===== config.mk =====
export PLATFORM = sky130hd
export DESIGN_NAME = ob_arbiter
export DESIGN_NICKNAME = d
export VERILOG_FILES = /design/src/rtl/ob_arbiter.sv
export SDC_FILE = /design/constraint.sdc
export NUM_CORES = 1
export LEC_CHECK = 0
export CORE_MARGIN = 2
export CORE_UTILIZATION = 46
export CTS_BUF_LIST = sky130_fd_sc_hd__clkbuf_16
export CTS_CLUSTER_DIAMETER = 50
export DETAILED_ROUTE_END_ITERATION = 12
export PLACE_DENSITY = 0.91
export SYNTH_ARGS = -nofsm -noshare
export SYNTH_HDL_FRONTEND = slang
export SYNTH_SLANG_ARGS = --single-unit

===== constraint.sdc =====
create_clock -name ext_clk -period 3.8 [get_ports ext_clk]
set_input_delay 0.38 -clock ext_clk [delete_from_list [all_inputs] [get_ports ext_clk]]
set_output_delay 0.38 -clock ext_clk [all_outputs]
set_load 0.01 [all_outputs]

===== src/rtl/ob_arbiter.sv =====
// ob_arbiter -- two-requester packet arbiter driving a registered byte bus.
//
// Each packet on ob is: header {4'hA,3'b000,owner}, then the owner's bytes up
// to and including the one marked last. Valid bytes carry odd parity
// (ob_pty = ~^ob_data). The idle pattern 0x00 / pty 0 has deliberately bad
// parity, so a receiver can tell gaps from data.
//
// Optional feature (define OB_ARBITER_TIMEOUT_EN): stall timeout. After
// TIMEOUT_CYCLES consecutive gap cycles in DATA the packet is aborted with
// byte 0xEE and a one-cycle abort pulse. Without it, DATA waits indefinitely.
//
// Ports:
//   ext_clk      sole clock, rising edge
//   ext_rst_n    synchronous active-low reset
//   reqN_valid/reqN_data/reqN_last  requester N byte stream (N = 0,1)
//   reqN_ready   high only in DATA for the current owner
//   ob_data      registered output byte
//   ob_pty       registered parity of ob_data
//   busy         state is not IDLE
//   owner        current / last granted requester (also the round-robin pointer)
//   abort        one-cycle pulse on timeout abort (tied 0 without the feature)
module ob_arbiter #(
   parameter int TIMEOUT_CYCLES = 64
) (
   input  logic       ext_clk,
   input  logic       ext_rst_n,
   input  logic       req0_valid,
   input  logic [7:0] req0_data,
   input  logic       req0_last,
   output logic       req0_ready,
   input  logic       req1_valid,
   input  logic [7:0] req1_data,
   input  logic       req1_last,
   output logic       req1_ready,
   output logic [7:0] ob_data,
   output logic       ob_pty,
   output logic       busy,
   output logic       owner,
   output logic       abort
);

   if (TIMEOUT_CYCLES < 2 || TIMEOUT_CYCLES > 255) begin : g_bad_timeout
      $error("ob_arbiter: TIMEOUT_CYCLES must be in 2..255");
   end

   typedef enum logic [1:0] {IDLE, HDR, DATA} state_t;

   localparam logic [7:0] IDLE_BYTE  = 8'h00;
   localparam logic [7:0] ABORT_BYTE = 8'hEE;

   state_t     state;
   logic       own_valid, own_last, own_ready, own_hs;
   logic [7:0] own_data;
   logic [7:0] hdr_byte;

   // Owner-selected view of the requester inputs; the non-owner is ignored.
   assign own_valid = owner ? req1_valid : req0_valid;
   assign own_last  = owner ? req1_last  : req0_last;
   assign own_data  = owner ? req1_data  : req0_data;
   assign own_ready = owner ? req1_ready : req0_ready;
   assign own_hs    = own_valid & own_ready;
   assign hdr_byte  = {4'hA, 3'b000, owner};
   assign busy      = (state != IDLE);

`ifdef OB_ARBITER_TIMEOUT_EN
   localparam logic [7:0] STALL_MAX = 8'(TIMEOUT_CYCLES - 1);
   logic [7:0] stall_cnt;
`else
   assign abort = 1'b0;
`endif

   always_ff @(posedge ext_clk) begin
      if (!ext_rst_n) begin
         state      <= IDLE;
         ob_data    <= IDLE_BYTE;
         ob_pty     <= 1'b0;
         req0_ready <= 1'b0;
         req1_ready <= 1'b0;
         owner      <= 1'b1;   // req0 wins the first tie
`ifdef OB_ARBITER_TIMEOUT_EN
         abort      <= 1'b0;
         stall_cnt  <= 8'd0;
`endif
      end else begin
`ifdef OB_ARBITER_TIMEOUT_EN
         abort <= 1'b0;
`endif
         case (state)
            IDLE: begin
               // Always at least one idle byte here, which separates packets.
               ob_data <= IDLE_BYTE;
               ob_pty  <= 1'b0;
               if (req0_valid | req1_valid) begin
                  if (req0_valid & req1_valid) owner <= ~owner;
                  else                         owner <= req1_valid;
                  state <= HDR;
               end
            end
            HDR: begin
               ob_data    <= hdr_byte;
               ob_pty     <= ~^hdr_byte;
               req0_ready <= ~owner;
               req1_ready <= owner;
               state      <= DATA;
`ifdef OB_ARBITER_TIMEOUT_EN
               stall_cnt  <= 8'd0;
`endif
            end
            DATA: begin
               if (own_hs) begin
                  ob_data <= own_data;
                  ob_pty  <= ~^own_data;
`ifdef OB_ARBITER_TIMEOUT_EN
                  stall_cnt <= 8'd0;
`endif
                  if (own_last) begin
                     req0_ready <= 1'b0;
                     req1_ready <= 1'b0;
                     state      <= IDLE;
                  end
               end else begin
`ifdef OB_ARBITER_TIMEOUT_EN
                  // This gap would be the TIMEOUT_CYCLES-th in a row: abort.
                  if (stall_cnt == STALL_MAX) begin
                     ob_data    <= ABORT_BYTE;
                     ob_pty     <= ~^ABORT_BYTE;
                     abort      <= 1'b1;
                     req0_ready <= 1'b0;
                     req1_ready <= 1'b0;
                     stall_cnt  <= 8'd0;
                     state      <= IDLE;
                  end else begin
                     ob_data   <= IDLE_BYTE;
                     ob_pty    <= 1'b0;
                     stall_cnt <= stall_cnt + 8'd1;
                  end
`else
                  ob_data <= IDLE_BYTE;
                  ob_pty  <= 1'b0;
`endif
               end
            end
            default: state <= IDLE;
         endcase
      end
   end

endmodule


==> impl_metrics.tcl <==
set metrics [dict create \
    status "completed" \
    rsz0062_at_grt "no" \
    clockPowerShare_pct 32.3 \
    hpwl_um 1678 \
    slowest_stage "dfxtp_1" \
    cp.required_ns 3.42 \
    clock_tree.root_cell "clkbuf_16" \
    maxSlewViolCount 0 \
    r2r-start "owner$_SDFFE_PN1P_" \
    hold_viol_final 0 \
    hold_path_class "register to register" \
    synth_top_family_by_area "simple AND/OR/NAND/NOR gates" \
    insertion_delay_ns 0.24 \
    clk_pin_slew_worst_paths_ns 0.04 \
    start_kind "register" \
    yosysTopAreaCell "dfxtp_1" \
    ir_worst_vdd_mv 0.3576 \
    fin_setup_tns_ns 0 \
    grt_max_degree 23 \
    grt_pass1_wl_um 3753 \
    synth-seq-area-share_pct 29.47 \
    synth_top_area_share_pct 29.47 \
    postCtsSetupBuffers 0 \
    sw_frac_of_total_pct 29.04 \
    dr.pass1.iters 4 \
    row_count 16 \
    synth-simple-area-share_pct 16.71 \
    synth-seq-cells 14 \
    worst_pin_slew_ns 0.9181 \
    post_drt_wl_per_cell_um 14.51 \
    path_delay_family "flip-flops" \
    hold_buffers 0 \
    cts_made_buffers 3 \
    io_pins 36 \
    synth_compound_area_share_pct 15.79 \
    skew_ns 0.002480 \
    drt_iter0_drc 16 \
    min_from "req0_ready$_SDFFE_PN0P_" \
    dp.cells 154 \
    crit_buf_inv 1 \
    fin_cells 157 \
    power_frac_seq_pct 32.0 \
    finish.net_count 159 \
    maxCapViolCount 0 \
    place_area_um2 1291 \
    crit_chain "clkdlybuf4s50_1" \
    port_buffers 34 \
    worstSetupEndpointType "output pin" \
    syn2layout_area_growth_pct 43.68 \
    die_w_um 49.47 \
    synthTopCellsByCount "dfxtp_1 (14), nor2b_1 (9), mux2_2 (7)" \
    finalCritPeriodShare_pct 58.58 \
    first_global_vias 835 \
    grt_usage_pct 19.83 \
    power_uw 596.0 \
    synth_edf_count 0 \
    power_frac_comb_pct 35.7 \
    clockBufferDepth 2 \
    clkSinkCount 14 \
    period_minus_slack_ns 2.226 \
    antenna_found_initial 0 \
    setup_violations 0 \
    vias 823 \
    p_int_uw 423.0 \
    ys.flop_type "dfxtp_1" \
    ys_types 34 \
    cp_max_fo 22 \
    fmax_ghz 0.4493 \
    p_per_area_nw_per_um2 436.2 \
    syn_area_um2 950.9 \
    critPathKind "register to output pin" \
    crit_start "owner$_SDFFE_PN1P_" \
    grt-ovfl-total 0 \
    initial_core_util_pct 48.47 \
    synth.net_count 125 \
    dieArea_um2 2447 \
    switchingPower_uw 173.1 \
    vias_per_cell 5.242 \
    crit_arrival_ns 1.85 \
    relSlewSlack_pct 38.71 \
    reg2reg_depth 5 \
    holdPathStages 2 \
    drt_wl_total_um 2278 \
    leakagePower_nw 0.5335 \
    cts_resized 0 \
    synthMuxAreaShare_pct 16.18 \
    yosys.area_share.xor_xnor_pct 10.13 \
    die_y_um 49.47 \
    worst-path-stages 1 \
    drive_gt1_share_pct 13.85 \
    core_area_um2 1962 \
    gp_congestion 0.7491 \
    yosys_warnings 0 \
    cts_tree "done" \
    cpPeakStageDelay_ns 0.91 \
    htreeDepth 1 \
    synth.area.top_cells "dfxtp_1 (29%), mux2_2 (8.3%), ha_1 (6.6%)" \
    synth_cells 98 \
    ant_nets 0 \
    asyncSetResetFlopFracSynth_pct 0 \
    fin_area_um2 1366 \
    antenna_cells 0 \
    synth_fa_ha_area_share_pct 6.579 \
    avgSynthCellArea_um2 9.703 \
    synthMostInstantiatedCell "dfxtp_1" \
    drc 0 \
]
[path summary, 6_finish.rpt]
check	to	slack [ns]
worst max-delay path	owner	1.57
worst min-delay path	req0_ready$_SDFFE_PN0P_	0.49
worst max register to register	ob_data[5]$_SDFFE_PN0P_	1.66
worst min register to register	req0_ready$_SDFFE_PN0P_	0.49
[power groups by stage]
stage | clock (mW) | combinational [mW] | sequential, mW
6_report | 0.192 | 0.213 | 0.191
5_1_grt | 0.202 | 0.231 | 0.194
4_1_cts | 0.195 | 0.213 | 0.190
3_5_place_dp | 0 | 0.209 | 0.193
3_3_place_gp | 0 | 0.204 | 0.190
2_1_floorplan | 0 | 0.145 | 0.182
[layout by cell type, fill, tap and decap left out]
cell and instances:
xnor2_1 5, mux2i_1 6, xor2_1 6, a221oi_1 3, nor2b_1 9, conb_1 1
and3_1 1, and3_2 1, o21ai_2 2, nor3_1 1, o21ai_0 3, clkdlybuf4s50_1 34
a21boi_1 2, nor3b_4 1, o31ai_1 1, a21oi_1 2, inv_1 3, a22oi_1 4
nor2_1 3, mux2_2 7, mux2_4 1, a22oi_2 1, nand3b_1 1, clkbuf_16 3
nand2_1 4, o21ai_1 1, and2_1 1, or3b_2 1, nor3b_1 1, ha_1 5
dfxtp_1 14, o221a_2 1, and3b_1 1
[final cells by class]
type / count / area, um2
Clock buffer: 3 / 75.07
Fill cell: 159 / 595.6
Inverter: 3 / 11.26
Multi-Input combinational cell: 76 / 625.6
Sequential cell: 14 / 280.3
Tap cell: 27 / 33.78
Timing Repair Buffer: 34 / 340.3
[state kept, by name, indices dropped and copies added (netlist names)]
register and count:
ob_pty 1, ob_data 8, state 2, req1_ready 1, req0_ready 1, owner 1
[logic make-up (layout without fill, tap and decap cells)]
logic type	Yosys count	count (layout)
compound gates	20	20
xor+xnor	11	11
fa+ha+maj	5	5
buf+inv	8	40
flops	14	14
mux	14	14
other cells	1	1
simple gates	25	25
[metrics by stage]
step / utilization (%) / hold slack [ns] / setup WS, ns
after floorplan: - / 0.5007 / 2.417
after global placement: 65.82 / 0.4745 / 1.866
after detailed placement: 65.82 / 0.4807 / 1.740
after CTS: 69.64 / 0.4867 / 1.595
after global routing: 69.64 / 0.5147 / 1.494
final: 69.64 / 0.4862 / 1.574
[metal layers]
metal  track usage [%]  vias to the layer above  wire length, um
met5                 0                        -                0
met4             6.944                        0               26
met3             3.939                        4               77
met2             36.26                       19             1155
met1             22.76                      385             1018
li1                  -                      415                -
(Power assumes the default switching activity.)
